File: src/rtl/imm_encoder_pkg.sv
// Shared definitions for the RISC-V immediate encoder: format codes, per-format
// immediate field masks and the default error-counter width.
package imm_encoder_pkg;

    // Codes match the selector of the core's immediate sign-extension stage.
    typedef enum logic [2:0] {
        FMT_I     = 3'b000,
        FMT_S     = 3'b001,
        FMT_B     = 3'b010,
        FMT_U     = 3'b011,
        FMT_J     = 3'b100,
        FMT_SHAMT = 3'b101
    } imm_fmt_e;

    localparam int ERR_CNT_W_DEF = 16;

    localparam logic [31:0] MASK_I     = 32'hFFF0_0000;
    localparam logic [31:0] MASK_S     = 32'hFE00_0F80;
    localparam logic [31:0] MASK_B     = 32'hFE00_0F80;
    localparam logic [31:0] MASK_U     = 32'hFFFF_F000;
    localparam logic [31:0] MASK_J     = 32'hFFFF_F000;
    localparam logic [31:0] MASK_SHAMT = 32'h01F0_0000;

    // Invalid codes select an empty mask so the base word passes through untouched.
    function automatic logic [31:0] fmt_mask(input logic [2:0] fmt);
        logic [31:0] mask;
        mask = '0;
        case (imm_fmt_e'(fmt))
            FMT_I:     mask = MASK_I;
            FMT_S:     mask = MASK_S;
            FMT_B:     mask = MASK_B;
            FMT_U:     mask = MASK_U;
            FMT_J:     mask = MASK_J;
            FMT_SHAMT: mask = MASK_SHAMT;
            default:   mask = '0;
        endcase
        return mask;
    endfunction

endpackage

File: src/rtl/imm_encoder_pack.sv
// Combinational mask/pack/range-check of one immediate into a base instruction.
// Range checking is present only when IMM_ENCODER_CHECK_EN is defined.
module imm_pack
    import imm_encoder_pkg::*;
(
    input  logic [2:0]  i_fmt,
    input  logic [31:0] i_imm,
    input  logic [31:0] i_base,
    output logic [31:0] o_instr,
    output logic        o_err
);

    logic [31:0] w_mask;
    logic [31:0] w_field;

    // NOTE: every always_comb output gets a default first so no path can infer a latch.
    always_comb begin
        w_mask  = fmt_mask(i_fmt);
        w_field = '0;
        case (imm_fmt_e'(i_fmt))
            FMT_I:     w_field = {i_imm[11:0], 20'b0};
            FMT_S:     w_field = {i_imm[11:5], 13'b0, i_imm[4:0], 7'b0};
            FMT_B:     w_field = {i_imm[12], i_imm[10:5], 13'b0, i_imm[4:1], i_imm[11], 7'b0};
            FMT_U:     w_field = {i_imm[31:12], 12'b0};
            FMT_J:     w_field = {i_imm[20], i_imm[10:1], i_imm[11], i_imm[19:12], 12'b0};
            FMT_SHAMT: w_field = {7'b0, i_imm[4:0], 20'b0};
            default:   w_field = '0;
        endcase
    end

`ifdef IMM_ENCODER_CHECK_EN
    logic w_in_range;

    // "All equal" upper bits means the value fits the field's signed range.
    always_comb begin
        w_in_range = 1'b0;
        case (imm_fmt_e'(i_fmt))
            FMT_I, FMT_S: w_in_range = (i_imm[31:11] == {21{i_imm[31]}});
            FMT_B:        w_in_range = (i_imm[31:12] == {20{i_imm[31]}}) && !i_imm[0];
            FMT_U:        w_in_range = (i_imm[11:0] == 12'b0);
            FMT_J:        w_in_range = (i_imm[31:20] == {12{i_imm[31]}}) && !i_imm[0];
            FMT_SHAMT:    w_in_range = (i_imm[31:5] == 27'b0);
            default:      w_in_range = 1'b0;
        endcase
    end

    assign o_err = !w_in_range;
`else
    assign o_err = 1'b0;
`endif

    assign o_instr = (i_base & ~w_mask) | (o_err ? 32'b0 : w_field);

endmodule

File: src/rtl/imm_encoder.sv
// Two-stage valid/ready pipelined RISC-V immediate encoder with saturating error count.
// Build with IMM_ENCODER_CHECK_EN defined to enable range checking and error reporting.
module imm_encoder
    import imm_encoder_pkg::*;
#(
    parameter int ERR_CNT_W = ERR_CNT_W_DEF
) (
    input  logic                 clk,
    input  logic                 rst_n,
    input  logic                 in_valid,
    output logic                 in_ready,
    input  logic [2:0]           in_fmt,
    input  logic [31:0]          in_imm,
    input  logic [31:0]          in_base,
    output logic                 out_valid,
    input  logic                 out_ready,
    output logic [31:0]          out_instr,
    output logic                 out_err,
    output logic [ERR_CNT_W-1:0] err_count
);

    logic [31:0] w_pack_instr;
    logic        w_pack_err;
    logic        w_a_ready;
    logic        w_b_ready;
    logic        w_accept;

    logic        r_a_valid;
    logic [31:0] r_a_instr;
    logic        r_a_err;
    logic        r_b_valid;
    logic [31:0] r_b_instr;
    logic        r_b_err;

    imm_pack u_pack (
        .i_fmt   (in_fmt),
        .i_imm   (in_imm),
        .i_base  (in_base),
        .o_instr (w_pack_instr),
        .o_err   (w_pack_err)
    );

    // Each stage frees up in the same cycle its occupant leaves, so no bubbles.
    assign w_b_ready = !r_b_valid || out_ready;
    assign w_a_ready = !r_a_valid || w_b_ready;
    assign w_accept  = in_valid && w_a_ready;
    assign in_ready  = w_a_ready;

    // NOTE: sequential state is written with non-blocking assignments only.
    // NOTE: data registers are reset too, so out_instr/out_err read 0 out of reset.
    always_ff @(posedge clk or negedge rst_n) begin
        if (!rst_n) begin
            r_a_valid <= 1'b0;
            r_a_instr <= '0;
            r_a_err   <= 1'b0;
            r_b_valid <= 1'b0;
            r_b_instr <= '0;
            r_b_err   <= 1'b0;
        end else begin
            if (w_a_ready) begin
                r_a_valid <= in_valid;
            end
            if (w_accept) begin
                r_a_instr <= w_pack_instr;
                r_a_err   <= w_pack_err;
            end
            if (w_b_ready) begin
                r_b_valid <= r_a_valid;
            end
            if (w_b_ready && r_a_valid) begin
                r_b_instr <= r_a_instr;
                r_b_err   <= r_a_err;
            end
        end
    end

    assign out_valid = r_b_valid;
    assign out_instr = r_b_instr;
    assign out_err   = r_b_err;

`ifdef IMM_ENCODER_CHECK_EN
    logic [ERR_CNT_W-1:0] r_err_count;

    always_ff @(posedge clk or negedge rst_n) begin
        if (!rst_n) begin
            r_err_count <= '0;
        end else if (w_accept && w_pack_err && !(&r_err_count)) begin
            r_err_count <= r_err_count + ERR_CNT_W'(1);
        end
    end

    assign err_count = r_err_count;
`else
    assign err_count = '0;
`endif

endmodule

File: config.mk
export PLATFORM = sky130hd
export DESIGN_NAME = imm_encoder
export DESIGN_NICKNAME = d
export VERILOG_FILES = /design/src/rtl/imm_encoder_pkg.sv /design/src/rtl/imm_encoder_pack.sv /design/src/rtl/imm_encoder.sv
export SDC_FILE = /design/constraint.sdc
export NUM_CORES = 1
export LEC_CHECK = 0
export BUFFER_PORTS_ARGS = -buffer_cell sky130_fd_sc_hd__buf_4
export CORE_UTILIZATION = 50
export CTS_BUF_LIST = sky130_fd_sc_hd__clkbuf_4 sky130_fd_sc_hd__clkbuf_8
export DETAILED_ROUTE_END_ITERATION = 8
export MAX_ROUTING_LAYER = met4
export PLACE_DENSITY_LB_ADDON = 0.15
export SLEW_MARGIN = 10
export SYNTH_ARGS = -nofsm -noshare
export SYNTH_HDL_FRONTEND = slang
export SYNTH_SLANG_ARGS = --single-unit
File: constraint.sdc
create_clock -name clk -period 1.7 [get_ports clk]
set_clock_uncertainty 0.15 [all_clocks]
set_input_delay 0.34 -clock clk [delete_from_list [all_inputs] [get_ports clk]]
set_output_delay 0.34 -clock clk [all_outputs]
set_load 0.005 [all_outputs]
==> insert_results.sql <==
INSERT INTO impl_metrics (metric_group, metric, value, unit) VALUES
('min_path', 'whs_path_depth', '3', ''),
('clock_network', 'cts_tree', 'built', ''),
('logic_synthesis', 'post_synth_inst_count', '277', ''),
('logic_synthesis', 'synth_xor_area_frac', '0', ''),
('clock_network', 'ctsResizeCount', '0', ''),
('detailed_routing', 'routedWlPerCell', '13.8', 'um'),
('grt', 'grt_first_pass_wirelength', '10.0', 'mm'),
('critical_path', 'crit_path_start_kind', 'register', ''),
('logic_synthesis', 'synth-seq-area-share', '0.537', ''),
('final_layout', 'final_core_utilization', '0.694', ''),
('timing', 'rsz0062_at_grt', 'false', ''),
('critical_path', 'worst-endpoint-arrival', '1.04', 'ns'),
('detailed_routing', 'vias', '2358', ''),
('detailed_routing', 'vias_per_cell', '5.06', ''),
('clock_network', 'cts.sinks', '66', ''),
('timing', 'max_slew_violation_count', '0', ''),
('grt', 'grt_overflow', '0', ''),
('grt', 'vias_in_the_first_global_route', '2233', ''),
('grt', 'grt_util_all_layers', '0.214', ''),
('logic_synthesis', 'synth_fa_ha_area_frac', '0', ''),
('outcome', 'status', 'finished, final reports clean', ''),
('logic_synthesis', 'post_synth.cell_area_avg', '11.1', 'um2'),
('final_layout', 'layout_commonest_cell', 'buf_4', ''),
('logic_synthesis', 'yosys.area_share.simple', '0.118', ''),
('clock_network', 'clock_path_buffers', '2', ''),
('job', 'max-cap-violations', '0', ''),
('critical_path', 'worst_r2r_path_depth', '4', ''),
('logic_synthesis', 'yosys.cell_types.count', '31', ''),
('critical_path', 'critical_path.max_fanout', '4', ''),
('power_and_ir_drop', 'power.net_switching', '1.15', 'mW'),
('detailed_routing', 'drt.antenna.violating_nets', '0', ''),
('logic_synthesis', 'synth.mux.area_fraction', '0.187', ''),
('placed_design', 'routabilityCongestion', '0.815', ''),
('power_and_ir_drop', 'clkPwrFrac', '0.291', ''),
('power_and_ir_drop', 'p_int', '3.25', 'mW'),
('floorplan', 'floorplan.die.height', '80.4', 'um'),
('detailed_routing', 'violation_count_after_the_first_detailed_route_iteration', '114', ''),
('critical_path', 'worstSetupPathType', 'reg2out', ''),
('final_layout', 'finish.net_count', '457', ''),
('clock_network', 'cts.htree.levels', '3', ''),
('final_layout', 'commonest_cells_after_routing_fill_and_taps_aside', 'buf_4 (110), dfrtp_1 (66), nand2_1 (50)', ''),
('placed_design', 'dp_hpwl', '4.64', 'mm'),
('final_layout', 'ant_cells', '0', ''),
('logic_synthesis', 'main_combinational_cell_family_by_area_after_synthesis', 'multiplexers', ''),
('critical_path', 'slowest_delay', '0.39', 'ns'),
('timing', 'hold_viol_final', '0', ''),
('floorplan', 'initial_utilization', '0.519', ''),
('critical_path', 'crit_path_top_delay_cell', 'dfrtp_1', ''),
('floorplan', 'dieWidth', '80.4', 'um'),
('clock_network', 'clk_pin_slew_worst_paths', '0.08', 'ns'),
('power_and_ir_drop', 'design_power_total', '4.40', 'mW'),
('timing', 'finalSetupTns', '0', 'ns'),
('timing', 'final.setup.worst_slack', '0.166', 'ns'),
('detailed_routing', 'total_wirelength_of_the_detailed_routed_design', '6.42', 'mm'),
('critical_path', 'critical_path_required', '1.21', 'ns'),
('power_and_ir_drop', 'power.combinational.fraction', '0.242', ''),
('grt', 'grt_antenna_before_repair', '0', ''),
('power_and_ir_drop', 'cellLeakagePower', '2.00', 'nW'),
('timing', 'maximum_operating_frequency', '0.652', 'GHz'),
('grt', 'grt_start_max_net_pins', '67', ''),
('clock_network', 'cts_inserted_buffers', '9', ''),
('logic_synthesis', 'post_synth_instance_area', '3070', 'um2'),
('floorplan', 'core_area', '5920', 'um2'),
('floorplan', 'io_pins', '122', ''),
('power_and_ir_drop', 'total_power_divided_by_cell_area', '1070', 'nW/um2'),
('floorplan', 'die-area', '6460', 'um2'),
('critical_path', 'critical_path.cell_chain', 'nand3b_1, buf_4', ''),
('logic_synthesis', 'synth-compound-area-share', '0.0871', ''),
('detailed_routing', 'dr.pass1.iters', '4', ''),
('clock_network', 'clock_latency', '0.34', 'ns'),
('detailed_routing', 'route.detailed.drc', '0', '');
-- layer usage --
layer  track usage  share of wire  vias up
met5             -              0        -
met4         0.105          0.018        0
met3        0.0409          0.063       10
met2         0.342           0.49       83
met1         0.261           0.43     1133
li1              -              -     1132
-- cell type report --
cell class                 count  area, um2
fill                         484       1810
sequential                    66       1650
multi-input combinational    194       1270
timing repair buffer         114        896
clock buffer                  11        139
tap                           75       93.8
clock inverter                 5       55.1
inverter                       1       3.75
-- path summary, 6_finish.rpt --
check / startpoint / end / slack [ns]
setup reg to reg: out_valid$_DFFE_PN0P_ / r_a_instr[20]$_DFFE_PN0P_ / 0.26
hold reg to reg: r_a_instr[3]$_DFFE_PN0P_ / r_a_instr[3]$_DFFE_PN0P_ / 0.32
max in group asynchronous: rst_n / out_instr[22]$_DFFE_PN0P_ / 0.72
min in group asynchronous: rst_n / out_instr[19]$_DFFE_PN0P_ / 0.37
setup / recovery: out_valid$_DFFE_PN0P_ / in_ready / 0.17
hold / removal: in_base[2] / r_a_instr[2]$_DFFE_PN0P_ / 0.04
-- cells by family after synthesis --
family | after synthesis
AOI/OAI and AO/OA | 45
other | 1
and+or+nand+nor | 79
buffers and inverters | 33
muxes | 53
DFF | 66
-- power by group through the flow --
stage | clock network [mW] | registers [mW] | logic, mW
global placement | 0 | 2.07 | 1.05
floorplan | 0 | 2.07 | 0.499
CTS | 1.31 | 2.05 | 1.08
detailed placement | 0 | 2.08 | 1.08
finish | 1.28 | 2.06 | 1.07
global route | 1.36 | 2.10 | 1.17
-- what timing repair did --
| action | 4_1_cts | 5_1_grt |
|---|---|---|
| hold buffers | 1 | 0 |
| buffers inserted | 0 | 0 |
| endpoints found under the setup margin | 0 | 0 |
| endpoints found under the hold margin | 66 | 0 |
-- worst max-delay path, delay by kind of cell, from the launching register on --
family	cells	cell delay (ns)
simple gates	1	0.17
buf+inv	1	0.14
flops	1	0.39
-- cell usage after synthesis, drive strengths merged --
cell type,n,area share
clkbuf,6,0.0073
conb,1,0.0012
nand3,1,0.0016
o22ai,6,0.012
a31oi,3,0.0061
nand2,51,0.062
nand2b,4,0.0081
buf,26,0.061
a311oi,1,0.0029
o2bb2ai,1,0.0029
nor2,13,0.019
inv,1,0.0012
and2,2,0.0049
a21bo,1,0.0033
mux2,36,0.13
o31ai,6,0.015
a31o,1,0.0029
mux2i,17,0.055
nor3,1,0.0053
dfrtp,66,0.54
nand3b,5,0.012
o21ai,23,0.037
a21oi,3,0.0049
nor2b,2,0.0041
-- registers in the layout, summed over array words and instances (netlist names) --
register,count
out_valid,1
r_a_valid,1
out_instr,32
r_a_instr,32
-- through the flow --
stage / hold slack (ns) / std cells / cell area (um2)
global route: 0.0383 / 466 / 4110
global placement: 0.216 / 449 / 3910
detailed placement: 0.214 / 449 / 3910
floorplan: -0.106 / 293 / 3130
finish: 0.0378 / 466 / 4110
CTS: 0.0252 / 466 / 4110
(Power assumes the default switching activity.)
